## src/rtl/cnn_pkg.sv

```systemverilog
// Shared types and default sizing for the CNN result argmax block.
// Latency: n/a (types and constants only).
// Backpressure: n/a.
package cnn_pkg;

   localparam int CNN_DATA_WIDTH  = 32;
   localparam int CNN_NUM_CLASSES = 10;

   typedef enum logic [1:0] {
      IDLE    = 2'd0,
      COLLECT = 2'd1,
      DONE    = 2'd2
   } state_t;

endpackage

```

## src/rtl/cnn_score_bank.sv

```systemverilog
// Score register file: one write port, one registered read port.
// Latency: read data appears 1 cycle after rd_idx; reads see pre-write contents.
// Backpressure: none, accepts a write and serves a read every cycle.
module cnn_score_bank #(
   parameter  int DATA_WIDTH  = 32,
   parameter  int NUM_CLASSES = 10,
   localparam int IDX_WIDTH   = $clog2(NUM_CLASSES)
) (
   input  logic                  clk,
   input  logic                  rst,
   input  logic                  wr_en,
   input  logic [IDX_WIDTH-1:0]  wr_idx,
   input  logic [DATA_WIDTH-1:0] wr_data,
   input  logic [IDX_WIDTH-1:0]  rd_idx,
   output logic [DATA_WIDTH-1:0] rd_data
);

   // Width-matched class count so out-of-range read indices can be detected.
   localparam logic [IDX_WIDTH:0] NUM_C = (IDX_WIDTH+1)'(NUM_CLASSES);

   logic [DATA_WIDTH-1:0] mem [NUM_CLASSES];

   // Storage update and registered read; unused index space reads as zero.
   always_ff @(posedge clk) begin
      if (rst) begin
         for (int i = 0; i < NUM_CLASSES; i++) begin
            mem[i] <= '0;
         end
         rd_data <= '0;
      end else begin
         if (wr_en) begin
            mem[wr_idx] <= wr_data;
         end
         if ({1'b0, rd_idx} < NUM_C) begin
            rd_data <= mem[rd_idx];
         end else begin
            rd_data <= '0;
         end
      end
   end

endmodule

```

## src/rtl/cnn_result_argmax.sv

```systemverilog
// Collects NUM_CLASSES signed scores, tracks running argmax, presents class/score.
// Latency: result valid 1 cycle after the last score is accepted.
// Backpressure: s_ready only in COLLECT; result held until res_ready.
module cnn_result_argmax
   import cnn_pkg::*;
#(
   parameter  int DATA_WIDTH  = CNN_DATA_WIDTH,
   parameter  int NUM_CLASSES = CNN_NUM_CLASSES,
   localparam int IDX_WIDTH   = $clog2(NUM_CLASSES)
) (
   input  logic                  clk,
   input  logic                  rst,
   input  logic                  start,
   input  logic                  s_valid,
   input  logic [DATA_WIDTH-1:0] s_data,
   output logic                  s_ready,
   input  logic [IDX_WIDTH-1:0]  rd_idx,
   output logic [DATA_WIDTH-1:0] rd_data,
   output logic                  res_valid,
   input  logic                  res_ready,
   output logic [IDX_WIDTH-1:0]  res_class,
   output logic [DATA_WIDTH-1:0] res_score,
   output logic                  busy
);

   localparam logic [IDX_WIDTH:0] LAST = (IDX_WIDTH+1)'(NUM_CLASSES - 1);
   localparam logic [IDX_WIDTH:0] ONE  = (IDX_WIDTH+1)'(1);

   state_t                        state;
   logic [IDX_WIDTH:0]            count;
   logic signed [DATA_WIDTH-1:0]  max_q;
   logic [IDX_WIDTH-1:0]          idx_q;
   logic signed [DATA_WIDTH-1:0]  score_s;
   logic                          accept;
   logic                          take;
   logic signed [DATA_WIDTH-1:0]  next_max;
   logic [IDX_WIDTH-1:0]          next_idx;

   assign s_ready   = (state == COLLECT);
   assign res_valid = (state == DONE);
   assign busy      = (state != IDLE);
   assign score_s   = s_data;

   // A score arriving with a restart pulse is dropped so the new run starts clean.
   assign accept = s_valid & s_ready & ~start;

   // First score seeds the max; later ones win only when strictly greater.
   always_comb begin
      take     = (count == '0) || (score_s > max_q);
      next_max = take ? score_s : max_q;
      next_idx = take ? count[IDX_WIDTH-1:0] : idx_q;
   end

   // Collection FSM, running argmax and result registers.
   always_ff @(posedge clk) begin
      if (rst) begin
         state     <= IDLE;
         count     <= '0;
         max_q     <= '0;
         idx_q     <= '0;
         res_class <= '0;
         res_score <= '0;
      end else begin
         case (state)
            IDLE: begin
               if (start) begin
                  state <= COLLECT;
                  count <= '0;
               end
            end
            COLLECT: begin
               if (start) begin
                  count <= '0;
               end else if (accept) begin
                  count <= count + ONE;
                  max_q <= next_max;
                  idx_q <= next_idx;
                  if (count == LAST) begin
                     state     <= DONE;
                     res_class <= next_idx;
                     res_score <= next_max;
                  end
               end
            end
            DONE: begin
               if (res_ready) begin
                  state <= IDLE;
               end
            end
            default: state <= IDLE;
         endcase
      end
   end

   cnn_score_bank #(
      .DATA_WIDTH  (DATA_WIDTH),
      .NUM_CLASSES (NUM_CLASSES)
   ) u_bank (
      .clk     (clk),
      .rst     (rst),
      .wr_en   (accept),
      .wr_idx  (count[IDX_WIDTH-1:0]),
      .wr_data (s_data),
      .rd_idx  (rd_idx),
      .rd_data (rd_data)
   );

endmodule

```

## config.mk

```make
export PLATFORM = sky130hd
export DESIGN_NAME = cnn_result_argmax
export DESIGN_NICKNAME = d
export VERILOG_FILES = /design/src/rtl/cnn_pkg.sv /design/src/rtl/cnn_score_bank.sv /design/src/rtl/cnn_result_argmax.sv
export SDC_FILE = /design/constraint.sdc
export NUM_CORES = 1
export LEC_CHECK = 0
export BUFFER_PORTS_ARGS = -buffer_cell sky130_fd_sc_hd__buf_2
export CAP_MARGIN = 5
export CORE_MARGIN = 2
export CORE_UTILIZATION = 65
export CTS_BUF_LIST = sky130_fd_sc_hd__clkbuf_8
export DETAILED_ROUTE_END_ITERATION = 6
export HOLD_SLACK_MARGIN = 0.02
export MAX_ROUTING_LAYER = met4
export PLACE_DENSITY = 0.84
export SYNTH_ARGS = -nofsm -noshare
export SYNTH_HDL_FRONTEND = slang
export SYNTH_SLANG_ARGS = --single-unit
```

## constraint.sdc

```tcl
create_clock -name clk -period 6.1 [get_ports clk]
set_clock_uncertainty 0.15 [all_clocks]
set_input_delay 0.915 -clock clk [delete_from_list [all_inputs] [get_ports clk]]
set_output_delay 0.915 -clock clk [all_outputs]
set_load 0.02 [all_outputs]
```

; ---- Word-level counts from Yosys, hierarchy flattened
; Memories as Yosys holds them, arrays and structs flattened. A register that Yosys moved wholly into a read port is not among the register bits.
; Index checks and enable logic that the tools add are counted.
; W data, S select, Z words.
[classes]
n_addsub = 1
mul = 0
div_mod_pow = 0
n_lt_le_gt_ge = 2
n_eq_ne = 9
shifts = 0
muxes = 20
n_bitwise = 4
n_reduce_logical = 11
[ops]
columns = operator, count
row1 = $mux W32, 2
row2 = $gt A32 B32 Y1, 1
row3 = $reduce_or A32 Y1, 1
row4 = $mux W5, 3
row5 = $mux W2, 5
row6 = $pmux W5 S2, 1
row7 = $mux W4, 2
row8 = $mux W1, 6
row9 = $ne A2 B1 Y1 const B, 3
row10 = $pmux W2 S3, 1
row11 = $reduce_and A3 Y1, 2
row12 = $add A5 B1 Y5 const B, 1
row13 = $eq A5 B4 Y1 const B, 1
row14 = $logic_not A5 Y1, 1
row15 = $reduce_and A5 Y1, 1
row16 = $lt A4 B4 Y1 const B, 1
row17 = $ne A2 B2 Y1 const B, 2
row18 = $reduce_and A4 Y1, 1
row19 = $reduce_bool A2 Y1, 2
row20 = $ne A3 B2 Y1 const B, 1
row21 = $and A1 B1 Y1, 2
row22 = $eq A2 B1 Y1 const B, 1
row23 = $eq A2 B2 Y1 const B, 1
row24 = $logic_not A2 Y1, 1
row25 = 3 further kinds, 4
[totals]
reg_bits = 79
latchBits = 0
ram_bits = 320
mem_bits_ro = 0
input_bits = 41
out_inout_bits = 71
memories = 1
[mem_list]
columns = memory, depth, width, rd, rd_clocked_by_memory_dff, wr, line_no
row1 = u_bank.mem, 10, 32, 1, 1, 10, cnn_score_bank.sv:21  ; logic [DATA_WIDTH-1:0] mem [NUM_CLASSES];

; ---- Logic depth before layout (Yosys ltp)
; Gate-level depths: netlist of the first run.
[logic_depth]
word_depth = 8
depth_mapped = 11
ltp_nobuf = 9

; ---- Modules after synthesis
; From an unflattened synthesis of the first run, not the netlist that was laid out.
[unflattened]
cells_unflattened = 1611
hier_area_um2 = 19550.0
[by_module_without_submodules]
columns = module, instances, cells_per_inst, area_per_inst_um2
row1 = cnn_score_bank, 1, 1067, 14756.7
row2 = cnn_result_argmax, 1, 544, 4793.3

; ---- Worst setup path before layout of the first run
; No wires, ideal clock.
[synth_path]
kind = input to register
from = input port start
to = memory u_bank.mem[9][0] (enable)
setup_ps = 428
arrival_time_ps = 2830
required_ps = 5522
slack_ps = 2692
stages = 3
path_buffers = 0
cell_sequence = nand3b_1 or2_1 o21bai_1
[synth_lines]
columns = item, line_no
row1 = from (decl), cnn_result_argmax.sv:13  ; input logic start,
row2 = to (decl), cnn_score_bank.sv:21

==> run metrics, run 1 <==
outcome=finished, final reports clean; total CTS buffers=roughly 70; max frequency=around 0.26 GHz; post-CTS resize count=0; P_int=4490 uW; crit path from=state[0]$_SDFFE_PP0P_; antenna cells=0; min Tclk post-route=roughly 3800 ps; CTS H-tree depth=3; vias in the first global route=~13000; Worst EP required=approximately 6200 ps; pwr/cell area=279 nW/um^2; die height=175 um; initial core utilization=0.662; drt first pass iters=5; total gr overflow=0; Synth Area per Inst=roughly 12 sq um; Max Slew Vio Count=0; HP Start=res_class[2]$_SDFFE_PP0P_; Post-Syn Area=19100 sq um; RSZ-0062 raised after global routing=false; Rel. slew slack=0.196; Final setup violation count=0; Yosys cell types=46; Mapped Cells=~1500; Hold Vio Cnt, Final=0; gr usage total=0.329; initial antenna violation count=1; Max-Cap Viols=0; IO Pins=approximately 110; Max clock buf depth=3; startpoint types=register; Avg WL per Cell=23.7 um; DPL Wire Length=28.4 mm; Worst IR Drop VDD=175 uV; Die Span X=175 um; sequential area share after synthesis=0.619; switch share=0.239; WP data arrival=between 3000 and 4000 ps; P_sw=roughly 1400 uW; critical path type=register to register; area of the core=28900 sq um; commonest non-fill, non-tap cells in the layout=edfxtp_1 (320), nor2_1 (275), dfxtp_1 (111); post-synthesis net count=between 1500 and 2000; routability congestion estimate=0.844; cts hold-fix bufs=0; Worst Hold Class=register to register; PortBufs=111; largest net degree at the start of global routing=72; Via density=6.53; Tot Pwr=5900 uW; share of post-route cells with drive strength above 1=0.180; worst reg2reg startpoint=state[0]$_SDFFE_PP0P_; clk slew on worst S/H paths=~60 ps; Clock Latency Late Sink=580 ps; slew of the pin with the lowest slew margin=1210 ps; warning count from the yosys run=0; Lkg Pwr=a little under 0.008 uW; number of flops mapped to enable cells by yosys=320; clk root buf=clkbuf_8; Antenna Nets Post-Route=0; Max FO, Critical Path=35; Comb power frac=0.072; sum of negative setup slack=0 ps; Clock Power Share=0.374; Top FF cell, synth=edfxtp_1; num rows=62; WL final=roughly 49 mm; sequential share of power=0.554; commonest non-fill, non-tap cell in the layout=edfxtp_1; setup repair bufs after CTS=0; post-synthesis register bit count=431; crit end category=register; Area Overhead vs Synth=10.5%; vias=around 13000; initial drt markers=1658; Post-route DRC=0; Final nets=1700; CTS tree=built; clock sinks=431; global-route wire length before repair=75.2 mm; post-synthesis async set-or-reset flop share=0; period utilization=0.626; die area=30800 sq um
-- power by group through the flow --
stage / registers (uW) / clock network [uW] / logic [uW]
global route: 3270 / 2340 / 449
CTS: 3270 / 2220 / 418
floorplan: 3330 / 0 / 260
detailed placement: 3330 / 0 / 414
finish: 3270 / 2210 / 422
global placement: 3320 / 0 / 405
-- critical path, stage by stage (launching register included) --
cell and delay [ps]:
dfxtp_1 430, and2b_1 280, nand3b_1 180, nor2_2 120
buf_4 440, nand3_1 700, buf_4 500, nand2b_1 110
buf_4 500
-- cell families (layout without fill, tap and decap cells) --
kind of cell | after synthesis | in the layout | share of synthesized area
simple gates | 537 | 537 | 0.132
flops | 431 | 431 | 0.619
compound gates | 210 | 210 | 0.0772
buf+inv | 190 | 326 | 0.0384
mux | 128 | 128 | 0.109
fa+ha+maj | 35 | 35 | 0.0229
xor+xnor | 3 | 3 | 0.00137
-- stage by stage --
step	instance area [sq um]	util	worst slack (ps)	hold WS, ps	instances
CTS	21100	0.732	2340	318	2054
global placement	19900	0.691	1990	303	1938
finish	21100	0.732	2280	326	2054
floorplan	19100	-	2690	295	1534
global route	21100	0.732	2120	347	2054
detailed placement	19900	0.691	1770	304	1938
-- area by class of cell --
class                           instances  area [sq um]
Timing Repair Buffer                  143           805
Clock buffer                           73          1000
Fill cell                            1810          7730
Multi-Input combinational cell        913          6570
Inverter                               67           251
Sequential cell                       431         11800
Clock inverter                         43           185
Tap cell                              384           480
-- registers in the layout (all words and copies together) (netlist names) --
name            flops
max_q              32
u_bank.mem        320
count               5
state               2
u_bank.rd_data     32
res_class           4
idx_q               4
res_score          32
-- per-layer routing --
metal  up-vias  share of wire  track usage
met3       125           0.12       0.0662
li1       5789              -            -
met2       988           0.49        0.520
met1      6515           0.36        0.434
met4         0          0.027        0.113
met5         -              0            -
-- cells in the mapped netlist (all sizes together) (2+ instances only) --
cell type | count | area share
a211oi | 3 | 0.0018
a21o | 3 | 0.0012
nand2 | 47 | 0.0092
inv | 67 | 0.013
buf | 29 | 0.0068
nor2b | 3 | 0.00098
or2 | 5 | 0.0016
a2111oi | 2 | 0.00092
nand4 | 47 | 0.015
o211ai | 2 | 0.00079
dfxtp | 111 | 0.12
a311oi | 34 | 0.016
o21ai | 38 | 0.0099
or3 | 2 | 0.00065
mux2i | 64 | 0.034
a21oi | 53 | 0.014
a211o | 2 | 0.00092
nand2b | 8 | 0.0026
mux4 | 64 | 0.075
clkbuf | 94 | 0.018
nand3b | 2 | 0.00079
a221o | 2 | 0.0010
nor3 | 4 | 0.0010
o22a | 32 | 0.015
ha | 35 | 0.023
o31ai | 36 | 0.014
and2 | 95 | 0.031
xor2 | 3 | 0.0014
edfxtp | 320 | 0.50
nor4 | 2 | 0.0014
nand3 | 40 | 0.010
nor2 | 276 | 0.054
-- path summary, 6_finish.rpt --
| check | depth (start not counted) | endpoint | slack, ps |
|---|---|---|---|
| max reg2reg | 8 | u_bank.mem[0][17]$_SDFFCE_PN0P_ | 2280 |
| min reg2reg | 2 | res_class[2]$_SDFFE_PP0P_ | 330 |
| max | 8 | u_bank.mem[0][17]$_SDFFCE_PN0P_ | 2280 |
| min | 2 | res_class[2]$_SDFFE_PP0P_ | 330 |
Power figures use the tool's default switching activity.
==> inputs of run 2 (changes only) <==
--- a/config.mk
+++ b/config.mk
@@ -8,12 +8,12 @@
 export BUFFER_PORTS_ARGS = -buffer_cell sky130_fd_sc_hd__buf_2
 export CAP_MARGIN = 5
 export CORE_MARGIN = 2
-export CORE_UTILIZATION = 65
+export CORE_UTILIZATION = 56
 export CTS_BUF_LIST = sky130_fd_sc_hd__clkbuf_8
 export DETAILED_ROUTE_END_ITERATION = 6
 export HOLD_SLACK_MARGIN = 0.02
 export MAX_ROUTING_LAYER = met4
-export PLACE_DENSITY = 0.84
+export PLACE_DENSITY = 0.77
 export SYNTH_ARGS = -nofsm -noshare
 export SYNTH_HDL_FRONTEND = slang
 export SYNTH_SLANG_ARGS = --single-unit
==> constraint.sdc (replaced) <==
create_clock -name clk -period 3.23 [get_ports clk]
set_clock_uncertainty 0.15 [all_clocks]
set_input_delay 0.4845 -clock clk [delete_from_list [all_inputs] [get_ports clk]]
set_output_delay 0.4845 -clock clk [all_outputs]
set_load 0.02 [all_outputs]
==> run 2 against run 1 <==
Register-to-register slack lost 2200 ps. Combinational power grew 100%. Total power grew 93%. Cell count grew 5.7%. Worst setup slack lost 2200 ps. Utilization shrank 8.1 points. Largest power group unchanged. Hold slack lost 280 ps. Highest routed layer unchanged. Die area grew 16%. Count of clock-buffer cells in the layout grew 6. Wire length is essentially flat. Critical path depth grew 2. Via count shrank 0.96%.
==> run metrics, run 2 (synthesized netlist as in run 1, its figures left out) <==
gr usage total=0.286; IO Pins=112; slowest library cell on the worst path=or3_1; area of the core=33500 sq um; largest net degree at the start of global routing=92; HP Start=s_data[16]; min Tclk post-route=3110 ps; Lkg Pwr=between 0.008 and 0.009 uW; total CTS buffers=70; initial antenna violation count=0; vias=13300; critical path cell sequence=inv_1 -> ha_1 -> nand4_1 -> nor2_1 -> a221o_1 -> or3_1 -> a211oi_4 -> buf_12 -> o21ai_0 -> a311oi_1; Max-Cap Viols=0; Worst path depth=10; total gr overflow=0; die area=35600 sq um; delay-heaviest family, CP=compound AO/OA/AOI/OAI gates; Worst R2R Path Depth=10; Final nets=1744; Max FO, Critical Path=31; Clock Latency Late Sink=610 ps; reg2reg setup slack=120 ps; FF-to-FF End=res_score[28]$_SDFFE_PP0P_; RSZ-0062 raised after global routing=false; clk root buf=clkbuf_8; post-CTS resize count=0; Worst Hold Class=input pin to register; clock sinks=about 430; Avg WL per Cell=22.4 um; critical path type=register to register; startpoint types=register; initial drt markers=1355; outcome=finished, final reports clean; Largest Register=u_bank.mem; Hold Path Sink=max_q[16]$_SDFFE_PP0P_; Post-Place Setup Slack=-23.5 ps; Max Slew Vio Count=0; setup repair bufs after CTS=0; clk slew on worst S/H paths=~60 ps; WL final=48.6 mm; share of post-route cells with drive strength above 1=0.204; Via density=between 6 and 7; Die Span X=189 um; WP data arrival=3440 ps; DPL Wire Length=28.4 mm; Final setup violation count=0; Worst IR Drop VDD=about 280 uV; global-route wire length before repair=75.5 mm; commonest non-fill, non-tap cell in the layout=edfxtp_1; crit end category=register; period utilization=0.963; Area Overhead vs Synth=14.2%; routability congestion estimate=0.908; Hold Path Stages=3; Max stage delay on crit path=410 ps; antenna cells=0; Rel. slew slack=0.268; PortBufs=111; Max clock buf depth=3; slew of the pin with the lowest slew margin=1100 ps; Worst EP required=3560 ps; Hold Vio Cnt, Final=0; initial core utilization=0.570; max FFs per register=320; pwr/cell area=522 nW/um^2; commonest non-fill, non-tap cells in the layout=edfxtp_1 (320), nor2_1 (275), dfxtp_1 (111); die height=189 um; WP buf/inv=2; worst reg2reg startpoint=max_q[9]$_SDFFE_PP0P_; final worst-path setup slack=120 ps; vias in the first global route=13400; Post-route DRC=0; CTS H-tree depth=3; Antenna Nets Post-Route=0; CTS tree=built; num rows=67; max frequency=between 0.3 and 0.4 GHz; sum of negative setup slack=0 ps; drt first pass iters=5
==> run 2: changes by cell type in the layout (fill, tap and decap cells not counted), sizes merged <==
| cell | delta |
|---|---|
| clkbuf | +6 |
| inv | -3 |
| buf | +40 |
| clkinvlp | -1 |
| clkinv | +10 |
| dlygate4sd3 | +2 |
==> run 2: final cells by class <==
type	instances	area [sq um]
inverter	67	251
fill	2436	11700
timing repair buffer	185	1310
tap	448	561
clock inverter	49	211
multi-input combinational	913	6570
clock buffer	79	1090
sequential	431	11800
==> run 2: repair_timing <==
item	CTS	global route
hold endpoints to repair	2	0
endpoints found under the setup margin	0	0
hold buffers	2	0
==> run 2: where the power goes <==
group	internal, uW	switching (uW)	leakage [uW]
logic	333	521	0.00330
clock network	2250	2130	0.000751
registers	6110	56.9	0.00420
==> run 2: worst reg2reg max path: stages (launching register included) <==
cell and delay, ps:
dfxtp_1 350, inv_1 100, ha_1 310, nand4_1 250, nor2_1 80, a221o_1 300, or3_1 410, a211oi_4 380
buf_12 230, o21ai_0 140, a311oi_1 300
==> run 2: layer usage <==
layer,vias up,wire (um),GRT usage
li1,5908,-,-
met1,6483,18900,0.375
met2,792,23700,0.460
met3,105,4910,0.0481
met4,0,1100,0.0901
met5,-,0,-
==> run 2: worst max path at each step <==
| stage | end | startpoint |
|---|---|---|
| after global routing | res_score[13]$_SDFFE_PP0P_ | max_q[9]$_SDFFE_PP0P_ |
| after detailed placement | res_score[18]$_SDFFE_PP0P_ | s_data[10] |
| after global placement | res_score[19]$_SDFFE_PP0P_ | s_data[10] |
| final | res_score[28]$_SDFFE_PP0P_ | max_q[9]$_SDFFE_PP0P_ |
| after CTS | res_score[28]$_SDFFE_PP0P_ | max_q[10]$_SDFFE_PP0P_ |
| after floorplan | u_bank.mem[9][0]$_DFFE_PP_ | state[0]$_SDFFE_PP0P_ |
==> run 2: stage by stage <==
step                power [uW]  cell area, sq um  hold slack, ps  instances   util
floorplan                 6780             19100             295       1534      -
global placement          7100             20500             293       2042  0.611
detailed placement        7120             20500             296       2042  0.611
CTS                      11400             21800            23.6       2172  0.651
global route             11800             21800            54.2       2172  0.651
finish                   11400             21800            46.8       2172  0.651
